<file path="config.mk">
export PLATFORM = sky130hd
export DESIGN_NAME = button_debouncer
export DESIGN_NICKNAME = d
export VERILOG_FILES = /design/src/rtl/button_debouncer_pkg.sv /design/src/rtl/sync_chain.sv /design/src/rtl/button_debouncer.sv
export SDC_FILE = /design/constraint.sdc
export NUM_CORES = 1
export LEC_CHECK = 0
export ABC_AREA = 1
export CAP_MARGIN = 40
export CORE_MARGIN = 8
export CORE_UTILIZATION = 55
export CTS_CLUSTER_DIAMETER = 50
export DETAILED_ROUTE_END_ITERATION = 8
export PLACE_DENSITY = 0.73
export RECOVER_POWER = 50
export SYNTH_ARGS = -nofsm -noshare
export SYNTH_HDL_FRONTEND = slang
export SYNTH_HIERARCHICAL = 1
export SYNTH_SLANG_ARGS = --single-unit
</file>
<file path="constraint.sdc">
create_clock -name Clk -period 1.8 [get_ports Clk]
set_input_delay 0.45 -clock Clk [delete_from_list [all_inputs] [get_ports Clk]]
set_output_delay 0.45 -clock Clk [all_outputs]
set_load 0.05 [all_outputs]
</file>
<file path="src/rtl/button_debouncer_pkg.sv">
// Shared definitions for the push-button debouncer: FSM state encodings and
// debounce-length constants for hardware and for simulation.
package button_debouncer_pkg;

    // 2-bit state encoding; the values are fixed because other lab blocks decode them
    typedef enum logic [1:0] {
        StableLo = 2'd0,
        WaitHi   = 2'd1,
        StableHi = 2'd2,
        WaitLo   = 2'd3
    } state_t;

    // 10 ms at 100 MHz
    localparam int unsigned DEBOUNCE_CYCLES_DEFAULT = 1000000;

    // Short qualification window so simulations stay fast
    localparam int unsigned DEBOUNCE_CYCLES_SIM = 8;

endpackage

</file>
<file path="src/rtl/sync_chain.sv">
// Multi-stage synchronizer for one asynchronous input bit. Plain shift chain of
// rising-edge flops with synchronous active-low reset; the output is the last stage.
module sync_chain #(
    parameter int unsigned STAGES = 2
) (
    input  logic Clk,
    input  logic Rst_n,
    input  logic async_in,
    output logic sync_out
);

    logic [STAGES-1:0] stages_q;

    // Shift the raw input through the chain, stage 0 captures it first
    always_ff @(posedge Clk) begin
        if (!Rst_n) begin
            stages_q <= '0;
        end else begin
            stages_q <= {stages_q[STAGES-2:0], async_in};
        end
    end

    assign sync_out = stages_q[STAGES-1];

endmodule

</file>
<file path="src/rtl/button_debouncer.sv">
// Push-button conditioner: synchronizes the raw input, then commits a level change
// only after DEBOUNCE_CYCLES consecutive stable samples. Emits a clean level and
// one-cycle rise/fall pulses; Busy flags an in-progress qualification.
module button_debouncer
    import button_debouncer_pkg::*;
#(
    parameter int unsigned SYNC_STAGES     = 2,
    parameter int unsigned DEBOUNCE_CYCLES = DEBOUNCE_CYCLES_DEFAULT,
    parameter int unsigned CNT_W           = $clog2(DEBOUNCE_CYCLES)
) (
    input  logic Clk,
    input  logic Rst_n,
    input  logic Btn_In,
    output logic Btn_Level,
    output logic Btn_Rise,
    output logic Btn_Fall,
    output logic Busy
);

    localparam logic [CNT_W-1:0] CntLast = CNT_W'(DEBOUNCE_CYCLES - 1);

    logic             btn_sync;
    state_t           state_q;
    logic [CNT_W-1:0] cnt_q;

    sync_chain #(
        .STAGES (SYNC_STAGES)
    ) u_sync_chain (
        .Clk      (Clk),
        .Rst_n    (Rst_n),
        .async_in (Btn_In),
        .sync_out (btn_sync)
    );

    // Debounce FSM with registered level, pulses and busy flag
    always_ff @(posedge Clk) begin
        if (!Rst_n) begin
            state_q   <= StableLo;
            cnt_q     <= '0;
            Btn_Level <= 1'b0;
            Btn_Rise  <= 1'b0;
            Btn_Fall  <= 1'b0;
            Busy      <= 1'b0;
        end else begin
            // Pulses last exactly one cycle unless re-asserted below
            Btn_Rise <= 1'b0;
            Btn_Fall <= 1'b0;
            unique case (state_q)
                StableLo: begin
                    if (btn_sync) begin
                        state_q <= WaitHi;
                        cnt_q   <= '0;
                        Busy    <= 1'b1;
                    end
                end
                WaitHi: begin
                    if (!btn_sync) begin
                        // Bounce: abandon the candidate press silently
                        state_q <= StableLo;
                        cnt_q   <= '0;
                        Busy    <= 1'b0;
                    end else if (cnt_q == CntLast) begin
                        state_q   <= StableHi;
                        Btn_Level <= 1'b1;
                        Btn_Rise  <= 1'b1;
                        Busy      <= 1'b0;
                    end else begin
                        cnt_q <= cnt_q + CNT_W'(1);
                    end
                end
                StableHi: begin
                    if (!btn_sync) begin
                        state_q <= WaitLo;
                        cnt_q   <= '0;
                        Busy    <= 1'b1;
                    end
                end
                WaitLo: begin
                    if (btn_sync) begin
                        // Bounce: abandon the candidate release silently
                        state_q <= StableHi;
                        cnt_q   <= '0;
                        Busy    <= 1'b0;
                    end else if (cnt_q == CntLast) begin
                        state_q   <= StableLo;
                        Btn_Level <= 1'b0;
                        Btn_Fall  <= 1'b1;
                        Busy      <= 1'b0;
                    end else begin
                        cnt_q <= cnt_q + CNT_W'(1);
                    end
                end
            endcase
        end
    end

endmodule
</file>
==> After elaboration in Yosys (flattened, before gate mapping) <==
Cells that the tools add are included.
{ "word_totals": {"n_memories": 0, "wordCells": 54, "register_bits": 28, "rom_bits": 0, "ramBits": 0, "latch_bits": 0, "in_bits": 3, "output_inout_bits": 4} }
{ "op_classes": {"mux": 25, "shift": 0, "n_reduce_logical": 7, "multipliers": 0, "eq_ne": 12, "add_sub_neg": 1, "n_bitwise": 2, "magnitude_cmp": 0, "div": 0} }
{ "ops": {"columns": ["cell", "n"], "rows": [
  ["20-bit two-way mux", 5],
  ["20-bit one-hot mux with 4 select lines", 1],
  ["20-bit by 1-bit adder with 20-bit output (second input constant)", 1],
  ["20-bit == test (second input constant)", 1],
  ["2-bit two-way mux", 6],
  ["1-bit two-way mux", 10],
  ["2-bit != test (second input constant)", 4],
  ["2-bit one-hot mux with 4 select lines", 1],
  ["5-bit AND reduction", 1],
  ["2-bit == test (second input constant)", 2],
  ["2-bit by 1-bit != test with 1-bit output (second input constant)", 2],
  ["1-bit one-hot mux with 4 select lines", 1],
  ["4-bit AND reduction", 1],
  ["3-bit by 2-bit != test with 1-bit output (second input constant)", 1],
  ["3-bit != test (second input constant)", 1],
  ["3-bit AND reduction", 1],
  ["3-bit OR reduction", 1],
  ["2-bit by 1-bit == test with 1-bit output (second input constant)", 1],
  ["2-bit zero test", 1],
  ["1-bit NOT", 2],
  ["1-bit one-hot mux with 2 select lines", 1],
  ["2-bit AND reduction", 1],
  ["2-bit nonzero test", 1]
]} }

==> Logic depth before layout (Yosys ltp) <==
Gate-level depths: netlist of run 1.
{ "depth": {"depth_word": 4, "mapped_depth": 12, "mapped_depth_nobuf": 12} }

==> Hierarchy <==
Netlist of run 1, hierarchy kept.
{ "by_module_without_submodules": {"columns": ["module", "cells_per_inst", "instances", "area_each_um2"], "rows": [
  ["button_debouncer", 251, 1, 1592.8],
  ["sync_chain", 6, 1, 55.1]
]} }

==> Worst setup path before layout of run 1 <==
OpenSTA, ideal clock, no wires.
{ "synth_timing": {"path_kind": "register -> register", "start": "register cnt_q[0]", "end": "register cnt_q[4]", "setup_slack_ps": 429, "synth_period_minus_slack_ps": 1371, "t_arrival_ps": 1262, "path_buffers": 0, "path_stages_with_launch": 13, "required_time_ps": 1690, "setup_time_ps": 110, "cell_sequence": "dfxtp_1 ha_1 nand2_1 inv_2 nand2_4 inv_4 nand3_4 nand2_4 inv_4 nand2_1 nand2_1 inv_1 nor2_2"} }
{ "synth_via": {"elab_chain_len": 4, "word_cells_on_any_way": 6} }
{ "synth_rtl": {"columns": ["item", "line_no", "rtl"], "rows": [
  ["from (decl)", "button_debouncer.sv:24", "logic [CNT_W-1:0] cnt_q;"],
  ["from (signal assigned)", "button_debouncer.sv:68", "cnt_q <= cnt_q + CNT_W'(1);"],
  ["from (signal assigned)", "button_debouncer.sv:90", "cnt_q <= cnt_q + CNT_W'(1);"],
  ["20-bit by 1-bit adder with 20-bit output or 20-bit == test (tied branches)", null, null],
  ["20-bit two-way mux (*)", "button_debouncer.sv:62, button_debouncer.sv:84", null],
  ["20-bit two-way mux (on tied branches)", "button_debouncer.sv:79, button_debouncer.sv:57", null],
  ["20-bit one-hot mux with 4 select lines (*)", "button_debouncer.sv:48", "unique case (state_q)"]
]} }
Every way passes the cells marked *; elsewhere a longest branch is shown, timed or not.
A chain may end at the register's enable or synchronous reset.

==> Worst setup path in the final report of run 1 <==
{ "layout_timing": {"start": "register Btn_Level", "end": "output Btn_Level"} }
{ "layout_rtl": {"columns": ["item", "line_no", "rtl"], "rows": [
  ["from (decl)", "button_debouncer.sv:14", "output logic Btn_Level,"],
  ["from (signal assigned)", "button_debouncer.sv:40", "Btn_Level <= 1'b0;"],
  ["from (signal assigned)", "button_debouncer.sv:64", "Btn_Level <= 1'b1;"],
  ["from (signal assigned)", "button_debouncer.sv:86", "Btn_Level <= 1'b0;"]
]} }
No word-level cell between the ends.

==> metrics.txt, run 1 <==
outcome=complete, no violations; Synth top area share=0.3402; CTS tree=yes; Cell Area, Synth=0.001648 mm^2; CP Data Required Time=1.35 ns; Fillers=281; GRT met2 Usage=0.2410; sequential element share of the synthesized area=0.3402; Post-DP Area=0.001745 mm^2; M3 GR Usage=0.01695; Worst Setup End Kind=output pin; dominant cells by area after synthesis=dfxtp_1, nand2_1, nor2_1; antenna cell count=0; design area=0.001769 mm^2; root buffer cell=clkbuf_4; Critical Path, Cell by Cell=clkbuf_1; GRT met1 Usage=0.2168; Mapped Nets=261; buffers plus inverters on the worst setup path=1; Peak VDD IR=464.5 uV; setup tns final=0 ns; critical path's largest stage delay=0.47 ns; CP delay by family, top=buffers and inverters; first-pass GRT wire length=6430 um; H-tree Lvls=1; clock slew at reported path FFs=0.15 ns; Core Util, Final=0.5992; Syn-to-layout area delta=7.365%; number of global-route vias before repair=1415; HP Class=reg2reg; Critical Path Source Type=flop; total core area=0.002953 mm^2; final setup fails=0; initial antenna violation count=0; area of the die=0.005003 mm^2; P_leak=0.0006624 uW; Detailed Route Iter0 Violations=136; Pre-antenna DRT Iters=4; Via density=5.203; gpl congestion=0.9297; crit path kind=reg2out; slowest cell on the critical path=clkbuf_1; Worst Reg-to-Reg Cells=7; Post-DP HPWL=2957 um; synth unique cells=25; Reg area=560.5 um^2; setup repair bufs after CTS=0; total track usage=0.1557; DR WL/cell=12.46 um; total CTS buffers=3; CP Max Fanout=2; Die Y=70.74 um; asr flop ratio synth=0; row count=20; number of I/O pins=7; max cap viols=0; hold buffers post-CTS=0; GRT Max-Usage Layer=met2; Initial Util=0.5581; Die Width=70.74 um; stages on the worst setup path=1; slew of the pin with the lowest slew margin=0.5954 ns; area of the multi-input gates=907.1 um^2; top achievable clock speed=0.6208 GHz; post-route ant nets=0; clk_skew=0.003991 ns; worst skew pair latency=0.33 ns; Synth area leader=dfxtp_1; Syn Inst Count=257; grt ovf=0; Nets=273; I/O Buffers=6; count leader, synth=nand2_1; top_reg_cell synth=dfxtp_1; Commonest cells post-synth=nand2_1, nor2_1, inv_1; PwrDens=618.0 mW/mm^2; Vias=1566; CTS max path bufs=2; Routed WL=3749 um; Slew headroom=0.6047; RSZ-0062 raised after global routing=false; pin count of the biggest net entering global routing=17; Max Transition Viols Final=0; EDFF count, synth=0; share of layout cells above drive strength 1=0.1306; synthesized area per cell=6.412 um^2; clk sinks=28; Final Hold Violating Endpoints=0; Post-route DRC=0; post-layout min period=1.611 ns; arrival time of the worst setup path=1.16 ns; Worst Hold Path Cells=2; crit share post-route=0.8949; synth warn=6; post-CTS sizing=0; flops & latches, synth=28
[report_power, final]
group	internal, uW	switching [uW]
combinational	13.7	36.2
clock	225	191
sequential	624	2.87
total	863	230
[area by class of cell]
type / instances / area share
multi-input combinational: 188 / 0.5127
timing repair buffer: 9 / 0.03041
tap: 33 / 0.02334
sequential: 28 / 0.3168
clock inverter: 1 / 0.01697
clock buffer: 3 / 0.01273
inverter: 39 / 0.08699
[cell usage in the layout (no fill, tap or decap), drive strengths merged]
| cell type | count |
|---|---|
| dfxtp | 28 |
| buf | 2 |
| nor2 | 52 |
| nand4 | 3 |
| xor2 | 1 |
| clkbuf | 8 |
| nor3 | 5 |
| a21oi | 13 |
| nor4 | 1 |
| clkdlybuf4s50 | 1 |
| nand2 | 75 |
| o21bai | 2 |
| inv | 39 |
| nand3 | 25 |
| dlygate4sd3 | 1 |
| o21ai | 10 |
| ha | 1 |
| bufinv | 1 |
[sequential cells by signal, summed over array words and instances (netlist names), named ones only]
name	flops
u_sync_chain/stages_q	2
Btn_Fall	1
Btn_Rise	1
cnt_q	20
Busy	1
state_q	1
Btn_Level	1
[path summary, 6_finish.rpt]
check                                       from  slack [ns]                             endpoint
max                       Btn_Level$_SDFFE_PN0P_        0.19                            Btn_Level
min          u_sync_chain/stages_q[0]$_SDFF_PN0_        0.44  u_sync_chain/stages_q[1]$_SDFF_PN0_
max reg2reg              state_q[0]$_SDFFE_PN0P_        0.23                cnt_q[8]$_SDFFE_PN0P_
min reg2reg  u_sync_chain/stages_q[0]$_SDFF_PN0_        0.44  u_sync_chain/stages_q[1]$_SDFF_PN0_
[metal layers]
layer / wire length (um) / vias up / part of all wire
met5: 0 / - / 0
met4: 21 / 0 / 0.0056
met3: 212 / 2 / 0.057
met2: 1669 / 43 / 0.45
met1: 1845 / 699 / 0.49
li1: - / 822 / -
[cells by family (layout without fill, tap and decap cells)]
family | count (synthesis) | in the layout | share of synthesized area
buffers and inverters | 41 | 52 | 0.1033
XOR/XNOR | 1 | 1 | 0.005316
AND/OR/NAND/NOR | 161 | 161 | 0.4647
AO/OA/AOI/OAI | 25 | 25 | 0.07896
adder cells (fa/ha/maj) | 1 | 1 | 0.007592
flip-flops | 28 | 28 | 0.3402
[per-stage QoR]
step | worst slack [ns] | hold slack (ns) | power, uW | std cells
floorplan | 0.4288 | 0.3900 | 674.4 | 257
global placement | 0.2024 | 0.3933 | 694.2 | 297
detailed placement | 0.2397 | 0.4089 | 694.4 | 297
CTS | 0.2875 | 0.4328 | 1105 | 301
global route | 0.09019 | 0.4439 | 1138 | 301
finish | 0.1892 | 0.4359 | 1093 | 301
(Power assumes the default switching activity.)
==> run 2, diff against run 1 <==
- CORE_MARGIN: 8 -> default
- CORE_UTILIZATION: 55 -> 58
- HOLD_SLACK_MARGIN: default -> 0.02
- PLACE_DENSITY: 0.73 -> 0.77
==> metrics.txt, run 2 (synthesized netlist as in run 1, its figures left out) <==
CTS max path bufs=2 (unchanged); Hold Startpoint=u_sync_chain/stages_q[0]$_SDFF_PN0_ (unchanged); GRT Max-Usage Layer=met2 (unchanged); CP delay by family, top=buffers and inverters (unchanged); Switching Power=233.0 uW (was 230.3 uW); H-tree Lvls=1 (unchanged); number of I/O pins=7 (unchanged); antenna cell count=0 (unchanged); clock slew at reported path FFs=0.15 ns (about the same); Fillers=240 (was 281); Post-DP HPWL=2948 um (was 2957 um); first-pass GRT wire length=6299 um (was 6430 um); Via density=5.296 (was 5.203); top achievable clock speed=0.6224 GHz (was 0.6208 GHz); CP Max Fanout=2 (unchanged); post-layout min period=1.607 ns (was 1.611 ns); GRT met2 Usage=0.3907 (was 0.2410); share of layout cells above drive strength 1=0.1386 (was 0.1306); Die Y=55.30 um (was 70.74 um); Worst Setup End Kind=output pin (unchanged); total track usage=0.2614 (was 0.1557); pin count of the biggest net entering global routing=17 (unchanged); setup tns final=0 ns (unchanged); area of the die=0.003058 mm^2 (was 0.005003 mm^2); CP Data Required Time=1.35 ns (about the same); clk sinks=28 (unchanged); crit share post-route=0.8926 (was 0.8949); Post-route DRC=0 (unchanged); M3 GR Usage=0.02810 (was 0.01695); I/O Buffers=6 (unchanged); Slew headroom=0.6013 (was 0.6047); Peak VDD IR=564.9 uV (was 464.5 uV); worst skew pair latency=0.34 ns (was 0.33 ns); Die Width=55.30 um (was 70.74 um); slowest cell on the critical path=clkbuf_1 (unchanged); RSZ-0062 raised after global routing=false (unchanged); total CTS buffers=3 (unchanged); crit path kind=reg2out (unchanged); clock network fraction of total power=0.383 (was 0.381); total power=1097 uW (was 1093 uW); number of global-route vias before repair=1394 (was 1415); Syn-to-layout area delta=6.910% (was 7.365%); sequential power share=0.572 (was 0.574); clk_skew=0.003952 ns (was 0.003991 ns); CTS tree=yes (unchanged); critical path's largest stage delay=0.46 ns (was 0.47 ns); logic gate share of total power=0.045 (was 0.046); DR WL/cell=12.18 um (was 12.46 um); row count=18 (was 20); Pre-antenna DRT Iters=5 (was 4); HP Class=reg2reg (unchanged); post-CTS sizing=0 (unchanged); post-route ant nets=0 (unchanged); total core area=0.002590 mm^2 (was 0.002953 mm^2); Initial Util=0.6362 (was 0.5581); Detailed Route Iter0 Violations=97 (was 136); cell internal pwr=863.6 uW (was 863.1 uW); grt ovf=0 (unchanged); FF-to-FF Start=cnt_q[1]$_SDFFE_PN0P_ (was state_q[0]$_SDFFE_PN0P_); root buffer cell=clkbuf_4 (unchanged); PwrDens=622.5 mW/mm^2 (was 618.0 mW/mm^2); final setup fails=0 (unchanged); arrival time of the worst setup path=1.16 ns (about the same); max cap viols=0 (unchanged); Critical Path, Cell by Cell=clkbuf_1 (unchanged); P_leak=0.0006576 uW (was 0.0006624 uW); Nets=272 (was 273); gpl congestion=0.9920 (was 0.9297); Final Hold Violating Endpoints=0 (unchanged); Worst Setup SP=Busy$_SDFFE_PN0P_ (was Btn_Level$_SDFFE_PN0P_); buffers plus inverters on the worst setup path=1 (unchanged); setup repair bufs after CTS=0 (unchanged); slew of the pin with the lowest slew margin=0.6006 ns (was 0.5954 ns); GRT met1 Usage=0.3838 (was 0.2168); Critical Path Source Type=flop (unchanged); Max Transition Viols Final=0 (unchanged); Routed WL=3618 um (was 3749 um); sw frac=0.2125 (was 0.2106); most frequent cells in the layout=nand2_1, nor2_1, inv_1 (unchanged); hold buffers post-CTS=0 (unchanged); initial antenna violation count=0 (unchanged); Largest register FFs=20 (unchanged); reg-to-reg slack, setup=0.22 ns (was 0.23 ns); Top reg by flops=cnt_q (unchanged); Largest regs=cnt_q x20, u_sync_chain/stages_q x2 (unchanged); commonest non-fill, non-tap cell in the layout=nand2_1 (unchanged); Vias=1573 (was 1566); outcome=complete, no violations (unchanged)
-- run 2: area by class of cell --
type | count | area [um^2] | area share
well taps | 30 | 37.54 | 0.02131
repair buffers | 8 | 47.55 | 0.02699
inverters | 39 | 153.9 | 0.08736
clock buffers | 3 | 22.52 | 0.01278
flip-flops and latches | 28 | 560.5 | 0.3182
multi-input cells | 188 | 909.6 | 0.5163
clock inverters | 1 | 30.03 | 0.01705
-- run 2: worst min-delay path: stages, from the launching register on --
cell and delay, ns:
dfxtp_1 0.33, nand2_1 0.06, inv_1 0.03
-- run 2: routing by layer --
layer  vias up  wire (um)
li1        822          -
met1       696       1806
met4         0         55
met5         -          0
met3         5        224
met2        50       1533
-- run 2: stage by stage --
step | hold WS, ns | setup WS, ns | utilization | area [um^2] | cells
finish | 0.4438 | 0.1933 | 0.6802 | 1762 | 297
global route | 0.4782 | 0.04752 | 0.6802 | 1762 | 297
CTS | 0.4448 | 0.2275 | 0.6899 | 1787 | 297
detailed placement | 0.4188 | 0.2310 | 0.6696 | 1734 | 293
global placement | 0.4015 | 0.2458 | 0.6696 | 1734 | 293
floorplan | 0.3900 | 0.4288 | - | 1648 | 257
-- run 2: path summary, 6_finish.rpt --
| check | cells past startpoint | end |
|---|---|---|
| worst max-delay path | 1 | Busy |
| worst min-delay path | 2 | u_sync_chain/stages_q[1]$_SDFF_PN0_ |
| worst max register to register | 9 | Btn_Fall$_SDFF_PP0_ |
| worst min register to register | 2 | u_sync_chain/stages_q[1]$_SDFF_PN0_ |
-- run 2: power by group through the flow --
stage                     sequential (uW)  combinational [uW]  clock [uW]
after floorplan                       644                30.8           0
after global placement                640                52.4           0
after detailed placement              641                53.3           0
after CTS                             627                53.1         433
after global routing                  628                56.5         453
final                                 627                49.3         420
==> run 3, diff against run 2 <==
- ABC_CLOCK_PERIOD_IN_PS: default -> 1800
- GPL_TIMING_DRIVEN: default -> 0
- HOLD_SLACK_MARGIN: 0.02 -> 0.12
==> metrics.txt, run 3 (synthesized netlist as in run 1, its figures left out) <==
Min Hold Slack=0.4309 ns (was 0.4438 ns); critical path's largest stage delay=0.52 ns (was 0.46 ns); worst skew pair latency=0.34 ns (about the same); final setup fails=0 (unchanged); share of layout cells above drive strength 1=0.1348 (was 0.1386); arrival time of the worst setup path=1.22 ns (was 1.16 ns); grt ovf=0 (unchanged); I/O Buffers=6 (unchanged); CTS tree=yes (unchanged); antenna cell count=0 (unchanged); total CTS buffers=3 (unchanged); cell internal pwr=863.4 uW (was 863.6 uW); RSZ-0062 raised after global routing=false (unchanged); DR WL/cell=12.10 um (was 12.18 um); Final Hold Violating Endpoints=0 (unchanged); pin count of the biggest net entering global routing=17 (unchanged); Largest register FFs=20 (unchanged); Largest regs=cnt_q x20, u_sync_chain/stages_q x2 (unchanged); CP Max Fanout=2 (unchanged); outcome=complete, no violations (unchanged); total core area=0.002590 mm^2 (unchanged); Worst Setup SP=Btn_Level$_SDFFE_PN0P_ (was Busy$_SDFFE_PN0P_); crit share post-route=0.9283 (was 0.8926); Max Transition Viols Final=0 (unchanged); slowest cell on the critical path=dlygate4sd2_1 (was clkbuf_1); row count=18 (unchanged); hold buffers post-CTS=0 (unchanged); Switching Power=239.5 uW (was 233.0 uW); buffers plus inverters on the worst setup path=1 (unchanged); Nets=272 (unchanged); Critical Path, Cell by Cell=dlygate4sd2_1 (was clkbuf_1); number of I/O pins=7 (unchanged); H-tree Lvls=1 (unchanged); post-layout min period=1.671 ns (was 1.607 ns); Initial Util=0.6362 (unchanged); clk sinks=28 (unchanged); Via density=5.101 (was 5.296); Syn-to-layout area delta=7.745% (was 6.910%); Die Y=55.30 um (unchanged); Core Util, Final=0.6855 (was 0.6802); first-pass GRT wire length=6161 um (was 6299 um); initial antenna violation count=0 (unchanged); post-route ant nets=0 (unchanged); max cap viols=0 (unchanged); top achievable clock speed=0.5985 GHz (was 0.6224 GHz); Post-DP HPWL=2702 um (was 2948 um); clock slew at reported path FFs=0.16 ns (was 0.15 ns); slew of the pin with the lowest slew margin=0.4835 ns (was 0.6006 ns); P_leak=0.0006858 uW (was 0.0006576 uW); PwrDens=621.2 mW/mm^2 (was 622.5 mW/mm^2); clock network fraction of total power=0.385 (was 0.383); HP Class=reg2reg (unchanged); crit path kind=reg2out (unchanged); sequential power share=0.568 (was 0.572); Post-Place Setup Slack=0.01467 ns (was 0.2310 ns); Vias=1515 (was 1573); Hold Startpoint=u_sync_chain/stages_q[0]$_SDFF_PN0_ (unchanged); commonest non-fill, non-tap cell in the layout=nand2_1 (unchanged); CP delay by family, top=buffers and inverters (unchanged); area of the die=0.003058 mm^2 (unchanged); Slew headroom=0.6789 (was 0.6013); Top reg by flops=cnt_q (unchanged); FF-to-FF Start=cnt_q[0]$_SDFFE_PN0P_ (was cnt_q[1]$_SDFFE_PN0P_); setup tns final=0 ns (unchanged); CP Data Required Time=1.35 ns (about the same); root buffer cell=clkbuf_4 (unchanged); Routed WL=3594 um (was 3618 um); Worst Setup End Kind=output pin (unchanged); number of global-route vias before repair=1349 (was 1394); logic gate share of total power=0.047 (was 0.045); Detailed Route Iter0 Violations=59 (was 97); clk_skew=0.002878 ns (was 0.003952 ns); gpl congestion=0.8957 (was 0.9920); Post-route DRC=0 (unchanged); Final WS setup=0.1291 ns (was 0.1933 ns); sw frac=0.2171 (was 0.2125); Critical Path Source Type=flop (unchanged); Peak VDD IR=512.3 uV (was 564.9 uV); Die Width=55.30 um (unchanged); Pre-antenna DRT Iters=7 (was 5); total track usage=0.2525 (was 0.2614); CTS max path bufs=2 (unchanged); most frequent cells in the layout=nand2_1, nor2_1, inv_1 (unchanged)
-- run 3: cell types whose count changed in the layout (fill, tap and decap cells not counted), sizes merged --
cell	change
buf	+1
clkbuf	-5
dlygate4sd2	+4
-- run 3: area by class of cell --
type                            instances  area [um^2]
Multi-Input combinational cell        188        899.6
Fill cell                             241        814.5
Sequential cell                        28        560.5
Inverter                               39        153.9
Timing Repair Buffer                    6        55.05
Tap cell                               30        37.54
Clock inverter                          1        30.03
Clock buffer                            3        22.52
Buffer                                  2        16.27
-- run 3: metrics by stage --
stage	cells	total power (uW)	area (um^2)
after global placement	293	692.9	1745
after global routing	297	1134	1775
after CTS	297	1112	1793
after detailed placement	293	693.7	1745
after floorplan	257	674.4	1648
final	297	1103	1775
-- run 3: routing by layer --
layer	part of all wire	wire length, um	up-vias	track usage
met4	0.015	54	0	0.08571
met1	0.50	1810	651	0.3772
met3	0.042	152	5	0.02108
met2	0.44	1576	30	0.3821
li1	-	-	829	-
met5	0	0	-	0
-- run 3: what timing repair did --
item,in CTS,in global routing
gates cloned,0,0
setup endpoints to repair,4,1
buffers inserted,0,0
resized for setup,4,1
-- run 3: worst paths after layout --
kind	end	slack, ns	depth (start not counted)
max	Btn_Level	0.13	1
min reg2reg	u_sync_chain/stages_q[1]$_SDFF_PN0_	0.43	2
max reg2reg	cnt_q[4]$_SDFFE_PN0P_	0.15	12
min	u_sync_chain/stages_q[1]$_SDFF_PN0_	0.43	2
-- run 3: power by group through the flow --
| stage | sequential (uW) | clock [uW] | combinational [uW] |
|---|---|---|---|
| global placement | 640 | 0 | 53.0 |
| global route | 627 | 449 | 58.0 |
| finish | 626 | 425 | 51.8 |
| detailed placement | 640 | 0 | 53.9 |
| floorplan | 644 | 0 | 30.8 |
| CTS | 627 | 432 | 53.1 |
